**src/rtl/mesh_job_scheduler.sv**
```systemverilog
// mesh_job_scheduler
// Job-level sequencer for the systolic mesh. It streams a weight matrix into
// the mesh preload port, launches a run with a held input vector, waits a
// fixed latency and captures the mesh result. Downstream logic drains the
// captured result over valid/ready. Loaded weights stay valid in IDLE, so a
// fresh input vector can reuse them without a reload.
module mesh_job_scheduler #(
    parameter int DW         = 8,
    parameter int ROWS       = 1,
    parameter int COLS       = 1,
    parameter int ROW_W      = 1,
    parameter int COL_W      = 2,
    parameter int ACC_W      = 16,
    parameter int CYCLE_W    = 5,
    parameter int LAT_CYCLES = 4
) (
    input  logic                     clk,
    input  logic                     rst_n,
    // weight stream
    input  logic                     w_valid,
    output logic                     w_ready,
    input  logic [DW-1:0]            w_data,
    input  logic                     w_last,
    // input-vector stream
    input  logic                     x_valid,
    output logic                     x_ready,
    input  logic [COLS*DW-1:0]       x_data,
    // result stream
    output logic                     res_valid,
    input  logic                     res_ready,
    output logic [ROWS*ACC_W-1:0]    res_data,
    // mesh side
    output logic                     preload_valid,
    output logic [ROW_W+COL_W-1:0]   preload_addr,
    output logic [DW-1:0]            preload_data,
    output logic                     start,
    output logic [COLS*DW-1:0]       x_vector_flat,
    input  logic [ROWS*ACC_W-1:0]    result_flat,
    // status
    output logic                     busy,
    output logic                     err_len
);

    localparam int N     = ROWS * COLS;
    localparam int IDX_W = (N > 1) ? $clog2(N) : 1;

    localparam logic [IDX_W-1:0]   LAST_IDX = IDX_W'(N - 1);
    localparam logic [COL_W-1:0]   COL_LAST = COL_W'(COLS - 1);
    localparam logic [CYCLE_W-1:0] LAT_VAL  = CYCLE_W'(LAT_CYCLES);

    typedef enum logic [2:0] {
        S_IDLE   = 3'd0,
        S_LOAD   = 3'd1,
        S_WAITX  = 3'd2,
        S_RUN    = 3'd3,
        S_RESULT = 3'd4
    } state_t;

    state_t state_reg, state_next;

    // load bookkeeping
    logic [ROW_W-1:0]   row_reg;
    logic [COL_W-1:0]   col_reg;
    logic [IDX_W-1:0]   idx_reg;
    logic               wv_reg;
    logic [CYCLE_W-1:0] lat_cnt_reg;

    // per-column copy of the held input vector
    logic [DW-1:0]      x_lane_reg [COLS];

    // position of the word currently offered and the position after it
    logic [ROW_W-1:0]   cur_row, row_next;
    logic [COL_W-1:0]   cur_col, col_next;
    logic [IDX_W-1:0]   cur_idx, idx_next;
    logic               is_last;

    // control strobes from the FSM
    logic               accept_w;
    logic               accept_x;
    logic               capture;
    logic               release_res;

    // Word 0 of every load starts at {0,0}; later words use the running indices.
    always_comb begin
        cur_row  = row_reg;
        cur_col  = col_reg;
        cur_idx  = idx_reg;
        if (state_reg == S_IDLE) begin
            cur_row = '0;
            cur_col = '0;
            cur_idx = '0;
        end
        is_last  = (cur_idx == LAST_IDX);
        idx_next = cur_idx + IDX_W'(1);
        col_next = cur_col + COL_W'(1);
        row_next = cur_row;
        if (cur_col == COL_LAST) begin
            col_next = '0;
            row_next = cur_row + ROW_W'(1);
        end
    end

    // State register.
    always_ff @(posedge clk or negedge rst_n) begin
        if (!rst_n) begin
            state_reg <= S_IDLE;
        end else begin
            state_reg <= state_next;
        end
    end

    // Next-state logic, handshake readies and control strobes.
    always_comb begin
        state_next  = state_reg;
        accept_w    = 1'b0;
        accept_x    = 1'b0;
        capture     = 1'b0;
        release_res = 1'b0;
        w_ready     = (state_reg == S_IDLE) || (state_reg == S_LOAD);
        // in IDLE a pending weight word has priority, so x is held off
        x_ready     = (state_reg == S_WAITX) ||
                      ((state_reg == S_IDLE) && wv_reg && !w_valid);
        busy        = (state_reg != S_IDLE);
        case (state_reg)
            S_IDLE: begin
                if (w_valid) begin
                    accept_w   = 1'b1;
                    state_next = is_last ? S_WAITX : S_LOAD;
                end else if (x_valid && wv_reg) begin
                    accept_x   = 1'b1;
                    state_next = S_RUN;
                end
            end
            S_LOAD: begin
                if (w_valid) begin
                    accept_w = 1'b1;
                    // the word count ends a load, never w_last
                    if (is_last) begin
                        state_next = S_WAITX;
                    end
                end
            end
            S_WAITX: begin
                if (x_valid) begin
                    accept_x   = 1'b1;
                    state_next = S_RUN;
                end
            end
            S_RUN: begin
                if (lat_cnt_reg == LAT_VAL) begin
                    capture    = 1'b1;
                    state_next = S_RESULT;
                end
            end
            S_RESULT: begin
                if (res_ready) begin
                    release_res = 1'b1;
                    state_next  = S_IDLE;
                end
            end
            default: begin
                state_next = S_IDLE;
            end
        endcase
    end

    // Weight load: index tracking, registered preload write and length check.
    always_ff @(posedge clk or negedge rst_n) begin
        if (!rst_n) begin
            row_reg       <= '0;
            col_reg       <= '0;
            idx_reg       <= '0;
            wv_reg        <= 1'b0;
            preload_valid <= 1'b0;
            preload_addr  <= '0;
            preload_data  <= '0;
            err_len       <= 1'b0;
        end else begin
            preload_valid <= accept_w;
            err_len       <= accept_w && (is_last != w_last);
            if (accept_w) begin
                preload_addr <= {cur_row, cur_col};
                preload_data <= w_data;
                row_reg      <= row_next;
                col_reg      <= col_next;
                idx_reg      <= idx_next;
                // first word invalidates old weights, last word validates new ones
                wv_reg       <= is_last;
            end
        end
    end

    // Run launch and latency counter; count 0 is the start cycle.
    always_ff @(posedge clk or negedge rst_n) begin
        if (!rst_n) begin
            start       <= 1'b0;
            lat_cnt_reg <= '0;
        end else begin
            start <= accept_x;
            if (accept_x) begin
                lat_cnt_reg <= '0;
            end else if (state_reg == S_RUN) begin
                lat_cnt_reg <= lat_cnt_reg + CYCLE_W'(1);
            end
        end
    end

    // Input vector lanes: loaded only on an x handshake, held otherwise.
    generate
        for (genvar gi = 0; gi < COLS; gi++) begin : g_x_lane
            always_ff @(posedge clk or negedge rst_n) begin
                if (!rst_n) begin
                    x_lane_reg[gi] <= '0;
                end else if (accept_x) begin
                    x_lane_reg[gi] <= x_data[gi*DW +: DW];
                end
            end
            assign x_vector_flat[gi*DW +: DW] = x_lane_reg[gi];
        end
    endgenerate

    // Result capture and valid/ready hold until drained.
    always_ff @(posedge clk or negedge rst_n) begin
        if (!rst_n) begin
            res_valid <= 1'b0;
            res_data  <= '0;
        end else begin
            if (capture) begin
                res_valid <= 1'b1;
                res_data  <= result_flat;
            end else if (release_res) begin
                res_valid <= 1'b0;
            end
        end
    end

endmodule

```
**config.mk**
```make
export PLATFORM = sky130hd
export DESIGN_NAME = mesh_job_scheduler
export DESIGN_NICKNAME = d
export VERILOG_FILES = /design/src/rtl/mesh_job_scheduler.sv
export SDC_FILE = /design/constraint.sdc
export NUM_CORES = 1
export LEC_CHECK = 0
export CAP_MARGIN = 20
export CORE_UTILIZATION = 44
export CTS_CLUSTER_SIZE = 12
export DETAILED_ROUTE_END_ITERATION = 8
export HOLD_SLACK_MARGIN = 0.05
export PLACE_DENSITY = 0.82
export SYNTH_ARGS = -nofsm -noshare
export SYNTH_HDL_FRONTEND = slang
export SYNTH_SLANG_ARGS = --single-unit
```
**constraint.sdc**
```tcl
create_clock -name clk -period 2.4 [get_ports clk]
set_input_delay 0.48 -clock clk [delete_from_list [all_inputs] [get_ports clk]]
set_output_delay 0.48 -clock clk [all_outputs]
set_load 0.02 [all_outputs]
```
==> run_results.csv, run 1 <==
group,metric,value,unit
status,status,"finished, final reports clean",
logic_synthesis,syn_inst,186,
logic_synthesis,syn_nets,228,
clock_network,cts_buffers,5,
logic_synthesis,synth_ff_type,"dfrtp_1",
worst_setup_path,worstSetupPathType,"primary input to output port",
logic_synthesis,synth-edff-count,0,
final_layout,top_register,"res_data",
logic_synthesis,ys_async_sr_fraction,100,%
timing,tns,0,ps
drt,ant_nets,0,
final_layout,largest_reg_flops,16,
final_layout,diodes,0,
clock_network,clockBufferDepth,2,
drt,dr_wl_met2,2.13,mm
final_layout,final_design_area_no_fill,0.00316,mm2
drt,totalWireLength,4.43,mm
global_route,grt_pass1_wl,7.43,mm
global_route,grt_overflow_total,0,
timing,finalCritPeriodShare,94.2,%
place,dp_slack,140,ps
logic_synthesis,avgSynthCellArea,11.9,um2
final_layout,multi_input_area,832,um2
global_route,grt_max_degree,22,
power_and_ir_drop,p_per_area,1260,mW/mm2
clock_network,clock-sinks,51,
floorplanning,row_count,25,
timing,finClkSkew,5.51,ps
logic_synthesis,synth_most_common_cell,"dfrtp_1",
timing,final_hold_viol_count,0,
floorplanning,die_x,72.9,um
clock_network,clock_latency,300,ps
clock_network,cts_tree,"done",
logic_synthesis,yosysTopAreaCell,"dfrtp_1",
timing,finalCriticalPeriod,2260,ps
drt,drt_pre_antenna_iters,4,
global_route,track_usage,18.5,%
floorplanning,ios,80,
final_layout,area_growth,43.0,%
worst_setup_path,setup.worst_path.end_class,"output port",
power_and_ir_drop,vdd_drop_max,0.000655,V
clock_network,root_buffer,"clkbuf_8",
final_layout,layout-drive-gt1-share,14.9,%
drt,drt-met1-wl,1.93,mm
worst_setup_path,cp_data_required_time,1920,ps
timing,worst_slew_pin_slew,481,ps
logic_synthesis,ys_seq_area_share,57.7,%
power_and_ir_drop,total_power,3.98,mW
floorplanning,die_area,0.00531,mm2
drt,via_per_inst,4.79,
final_layout,fillers,397,
global_route,grt_pass1_vias,1651,
floorplanning,initial_core_util,46.2,%
final_layout,seqCellArea,0.00128,mm2
global_route,antenna_found_initial,0,
worst_setup_path,arrival,1780,ps
place,io_buffers,79,
drt,drt_iter0_drc,70,
clock_network,h-tree-depth,2,
logic_synthesis,ys_top_cells_by_count,"dfrtp_1, nand2_1, mux2_4, mux2_2",
drt,vias,1605,
timing,layout_setup_ws,140,ps
place,place_area,0.00304,mm2
logic_synthesis,synth.top_cell.area_share,57.7,%
floorplanning,core_region_area,0.00479,mm2
logic_synthesis,yosysUniqueCellTypes,32,
drt,top_layer_used,"met4",
timing,drv_slew,0,
hold_path,hold_class,"primary input to asynchronous set/reset pin",
timing,setup_viol,0,
job,drv_cap,0,
logic_synthesis,synth.ff_latch_count,51,
final_layout,nNetsFinal,309,
drt,wl_met3,329,um
worst_setup_path,crit_fanout,2,
drt,wl_per_cell,13.2,um
worst_setup_path,setup.worst_path.start_class,"primary input",
floorplanning,die_y,72.9,um
logic_synthesis,netlist_area,0.00221,mm2
clock_network,path_clk_slew,90,ps
timing,rsz0062_at_grt,"false",
drt,route.detailed.drc,0,
place,gp_congestion,0.825,
timing,max_freq,443,MHz
timing,max_slew_margin,67.9,%
power_and_ir_drop,p_leak,1.45,nW
logic_synthesis,synth_area_leaders,"dfrtp_1, mux2_4, nand2_1",
logic_synthesis,ys_warn_count,0,
place,dp_hpwl,3.24,mm
-- metrics by stage --
stage	hold WS, ps	cells	util, %
after floorplan	184	186	-
after global placement	457	327	63.6
after detailed placement	465	327	63.6
after CTS	135	335	66.0
after global routing	142	335	66.1
final	125	335	66.1
-- critical path, cell delays in order --
cell,delay (ps)
clkdlybuf4s50_1,410
nor2b_1,140
o21a_1,140
clkdlybuf4s50_1,600
-- metal layers --
layer	track usage [%]	vias to the layer above
li1	-	775
met1	23.1	767
met2	30.1	58
met3	6.63	5
met4	5.66	0
met5	0	-
-- kinds of logic (layout without fill, tap and decap cells) --
logic type,count (synthesis),count (layout),share of synthesized area [%]
fa+ha+maj,4,4,2.26
simple gates,64,64,13.4
compound gates,20,20,5.09
xor+xnor,5,5,1.98
mux,25,25,14.9
flops,51,51,57.7
buf+inv,17,99,4.64
-- where the power goes --
part           leakage, nW  switching [mW]  internal (mW)
Clock               0.0612           0.264          0.337
Combinational        0.771           0.882           1.02
Sequential           0.618           0.249           1.23
-- cells in the final DEF, fill, tap and decap left out --
| cell type | count |
|---|---|
| xnor2_1 | 2 |
| and4b_1 | 1 |
| nand3_1 | 1 |
| clkbuf_8 | 6 |
| and3b_1 | 1 |
| and2_4 | 1 |
| ha_1 | 4 |
| o21a_1 | 1 |
| a211oi_1 | 1 |
| mux2_4 | 13 |
| nand3_4 | 1 |
| buf_4 | 5 |
| nand4_1 | 2 |
| a21oi_1 | 6 |
| clkinv_2 | 1 |
| clkdlybuf4s50_1 | 77 |
| nand2_1 | 40 |
| mux2i_1 | 1 |
| nor3_1 | 1 |
| nor2b_1 | 1 |
| nor2_1 | 10 |
| a22o_1 | 1 |
| or3_1 | 1 |
| nand2b_1 | 2 |
| dlymetal6s2s_1 | 1 |
| xor2_1 | 3 |
| bufinv_16 | 1 |
| mux2_2 | 11 |
| o41ai_1 | 1 |
| dfrtp_1 | 51 |
| nor3b_1 | 1 |
| buf_2 | 1 |
| o21ai_0 | 10 |
| and4_1 | 1 |
| inv_1 | 7 |
-- path summary, 6_finish.rpt --
check,slack (ps),to,startpoint,depth (start not counted)
hold reg to reg,480,preload_addr[1]$_DFFE_PN0P_,preload_addr[1]$_DFFE_PN0P_,2
min in group clk,480,preload_addr[1]$_DFFE_PN0P_,preload_addr[1]$_DFFE_PN0P_,2
setup / recovery,140,x_ready,w_valid,4
setup reg to reg,530,res_data[15]$_DFFE_PN0P_,lat_cnt_reg[0]$_DFFE_PN0P_,5
max in group asynchronous,1670,res_data[14]$_DFFE_PN0P_,rst_n,2
hold / removal,130,preload_data[3]$_DFFE_PN0P_,rst_n,1
-- cell type report --
cell class | count | area share (%)
Clock inverter | 2 | 1.11
Timing Repair Buffer | 84 | 26.1
Inverter | 7 | 0.831
Multi-Input combinational cell | 118 | 26.3
Tap cell | 67 | 2.65
Sequential cell | 51 | 40.4
Clock buffer | 6 | 2.61
-- repair_timing --
action	CTS	global route
setup buffers	0	0
hold buffers	0	0
gates resized for setup	0	1
setup endpoints to repair	0	1
No activity file was read; power rests on OpenSTA's default activity.
==> inputs of run 2 (changes only) <==
CORE_MARGIN = 8   (was not set)
==> run 2 against run 1 <==
Compared with the run above:
- sequential share of layout area increased by 0.26 points
- via count fell by 2.1%
- global-route usage decreased by 5.3 points
- register-to-register slack improved by 20 ps
- non-clock buffer count is 1 lower
- utilization down 2.9 points
- die area up 42%
- clock power down 20%
- power decreased by 2.5%
==> run_results.csv, run 2 (synthesized netlist as in run 1, its figures left out) <==
group,metric,value,unit
status,status,"finished, final reports clean",
timing,rsz0062_at_grt,"false",
place,io_buffers,79,
drt,dr_wl_met2,2.03,mm
final_layout,nNetsFinal,308,
worst_setup_path,r2r-start,"lat_cnt_reg[0]$_DFFE_PN0P_",
clock_network,cts_buffers,5,
worst_setup_path,cp_data_required_time,1920,ps
clock_network,root_buffer,"clkbuf_8",
final_layout,fillers,395,
timing,finalCritPeriodShare,94.9,%
drt,via_per_inst,4.66,
final_layout,diodes,0,
final_layout,final_common_cell,"clkdlybuf4s50_1",
final_layout,layout-drive-gt1-share,14.6,%
drt,top_layer_used,"met4",
place,place_area,0.00305,mm2
drt,vias,1572,
power_and_ir_drop,p_leak,1.43,nW
final_layout,top_register,"res_data",
global_route,grt_pass1_wl,7.85,mm
global_route,grt_overflow_total,0,
worst_setup_path,worstSetupEndpoint,"x_ready",
timing,max_freq,439,MHz
worst_setup_path,cp-startpoint,"w_valid",
timing,tns,0,ps
drt,ant_nets,0,
final_layout,largest_reg_flops,16,
power_and_ir_drop,p_int,2.45,mW
drt,wl_met3,656,um
floorplanning,initial_core_util,44.4,%
timing,final_hold_viol_count,0,
floorplanning,die_y,86.9,um
timing,finalCriticalPeriod,2280,ps
clock_network,clockBufferDepth,2,
place,dp_slack,109,ps
worst_setup_path,crit_chain,"clkdlybuf4s50_1 -> nor2b_1 -> o21a_1 -> clkdlybuf4s50_1",
floorplanning,row_count,26,
hold_path,hold_class,"primary input to asynchronous set/reset pin",
power_and_ir_drop,switching_share,36.9,%
timing,drv_slew,0,
drt,route.detailed.drc,0,
worst_setup_path,path_common_cell,"clkdlybuf4s50_1",
worst_setup_path,setup.worst_path.end_class,"output port",
power_and_ir_drop,p_per_area,1230,mW/mm2
power_and_ir_drop,switchingPower,1.43,mW
timing,max_slew_margin,60.9,%
worst_setup_path,cpMaxStageDelayCell,"clkdlybuf4s50_1",
worst_setup_path,setup.worst_path.start_class,"primary input",
clock_network,cts_tree,"done",
timing,worst_slew_pin_slew,586,ps
timing,layout_setup_ws,123,ps
power_and_ir_drop,vdd_drop_max,0.000543,V
floorplanning,ios,80,
power_and_ir_drop,pwr-share-clk,12.4,%
clock_network,h-tree-depth,2,
power_and_ir_drop,pwr-share-comb,49.6,%
clock_network,clock_latency,300,ps
worst_setup_path,worst_r2r_endpoint,"res_data[8]$_DFFE_PN0P_",
global_route,grt_pass1_vias,1593,
global_route,track_usage,13.2,%
timing,setup_viol,0,
clock_network,path_clk_slew,90,ps
global_route,grt_max_degree,28,
drt,totalWireLength,4.95,mm
drt,drt_iter0_drc,78,
global_route,antenna_found_initial,0,
final_layout,multi_input_area,832,um2
place,gp_congestion,0.856,
worst_setup_path,rr_worst_depth,5,
final_layout,final_cell_mix,"clkdlybuf4s50_1, dfrtp_1, nand2_1",
clock_network,clock-sinks,51,
job,drv_cap,0,
final_layout,area_growth,42.1,%
worst_setup_path,r2r_slack,550,ps
final_layout,final_design_area_no_fill,0.00314,mm2
drt,wl_per_cell,14.7,um
worst_setup_path,crit_fanout,2,
power_and_ir_drop,power_frac_seq,37.9,%
floorplanning,die_area,0.00755,mm2
worst_setup_path,arrival,1800,ps
timing,finClkSkew,7.87,ps
floorplanning,core_region_area,0.00498,mm2
worst_setup_path,worst_path_largest_cell_delay,630,ps
place,dp_hpwl,3.71,mm
floorplanning,die_x,86.9,um
worst_setup_path,worstSetupPathType,"primary input to output port",
drt,drt-met1-wl,2.21,mm
final_layout,seqCellArea,0.00128,mm2
drt,drt_pre_antenna_iters,4,
## run 2: cell types whose count changed in the layout (fill, tap and decap cells not counted)
| cell | delta |
|---|---|
| clkbuf_8 | -1 |
| clkinvlp_4 | +2 |
| bufinv_16 | -1 |
| buf_4 | -2 |
| buf_12 | +1 |
## run 2: critical path, delay by kind of cell
family | cells | cell delay [ps]
buf+inv | 2 | 1050
compound gates | 1 | 150
simple gates | 1 | 120
## run 2: how the worst min path moves through the flow
stage / start / end / slack (ps) / depth (start not counted)
after floorplan: rst_n / col_reg[0]$_DFFE_PN0P_ / 180 / 0
after global placement: preload_data[3]$_DFFE_PN0P_ / preload_data[3]$_DFFE_PN0P_ / 460 / 2
after detailed placement: preload_data[5]$_DFFE_PN0P_ / preload_data[5]$_DFFE_PN0P_ / 460 / 2
after CTS: rst_n / x_vector_flat[0]$_DFFE_PN0P_ / 180 / 1
after global routing: rst_n / res_data[8]$_DFFE_PN0P_ / 210 / 1
final: rst_n / lat_cnt_reg[4]$_DFFE_PN0P_ / 170 / 1
## run 2: repair_timing
item                                    4_1_cts  5_1_grt
hold endpoints to repair                      0        0
setup buffers                                 0        0
hold buffers                                  0        0
endpoints found under the setup margin        0        1
gates resized for setup                       0        1
## run 2: cell type report
| type | count | area share (%) |
|---|---|---|
| Multi-Input combinational cell | 118 | 26.5 |
| Timing Repair Buffer | 83 | 26.4 |
| Clock inverter | 3 | 0.637 |
| Clock buffer | 5 | 2.19 |
| Tap cell | 70 | 2.79 |
| Sequential cell | 51 | 40.6 |
| Inverter | 7 | 0.836 |
## run 2: power groups by stage
stage | Combinational (mW) | Clock (mW) | Sequential (mW)
3_3_place_gp | 1.91 | 0 | 1.46
3_5_place_dp | 1.95 | 0 | 1.49
2_1_floorplan | 0.790 | 0 | 1.81
4_1_cts | 1.96 | 0.508 | 1.47
5_1_grt | 2.08 | 0.540 | 1.52
6_report | 1.92 | 0.483 | 1.47
## run 2: routing by layer
metal	vias to the layer above	track usage, %
li1	768	-
met1	727	16.9
met2	69	18.7
met3	8	6.60
met4	0	4.38
met5	-	0
## run 2: metrics by stage
stage | total power, mW | utilization, % | hold slack (ps) | instances
after floorplan | 2.60 | - | 184 | 186
after global placement | 3.37 | 61.3 | 457 | 329
after detailed placement | 3.44 | 61.3 | 462 | 329
after CTS | 3.94 | 63.1 | 183 | 337
after global routing | 4.14 | 63.1 | 212 | 337
final | 3.88 | 63.1 | 173 | 337
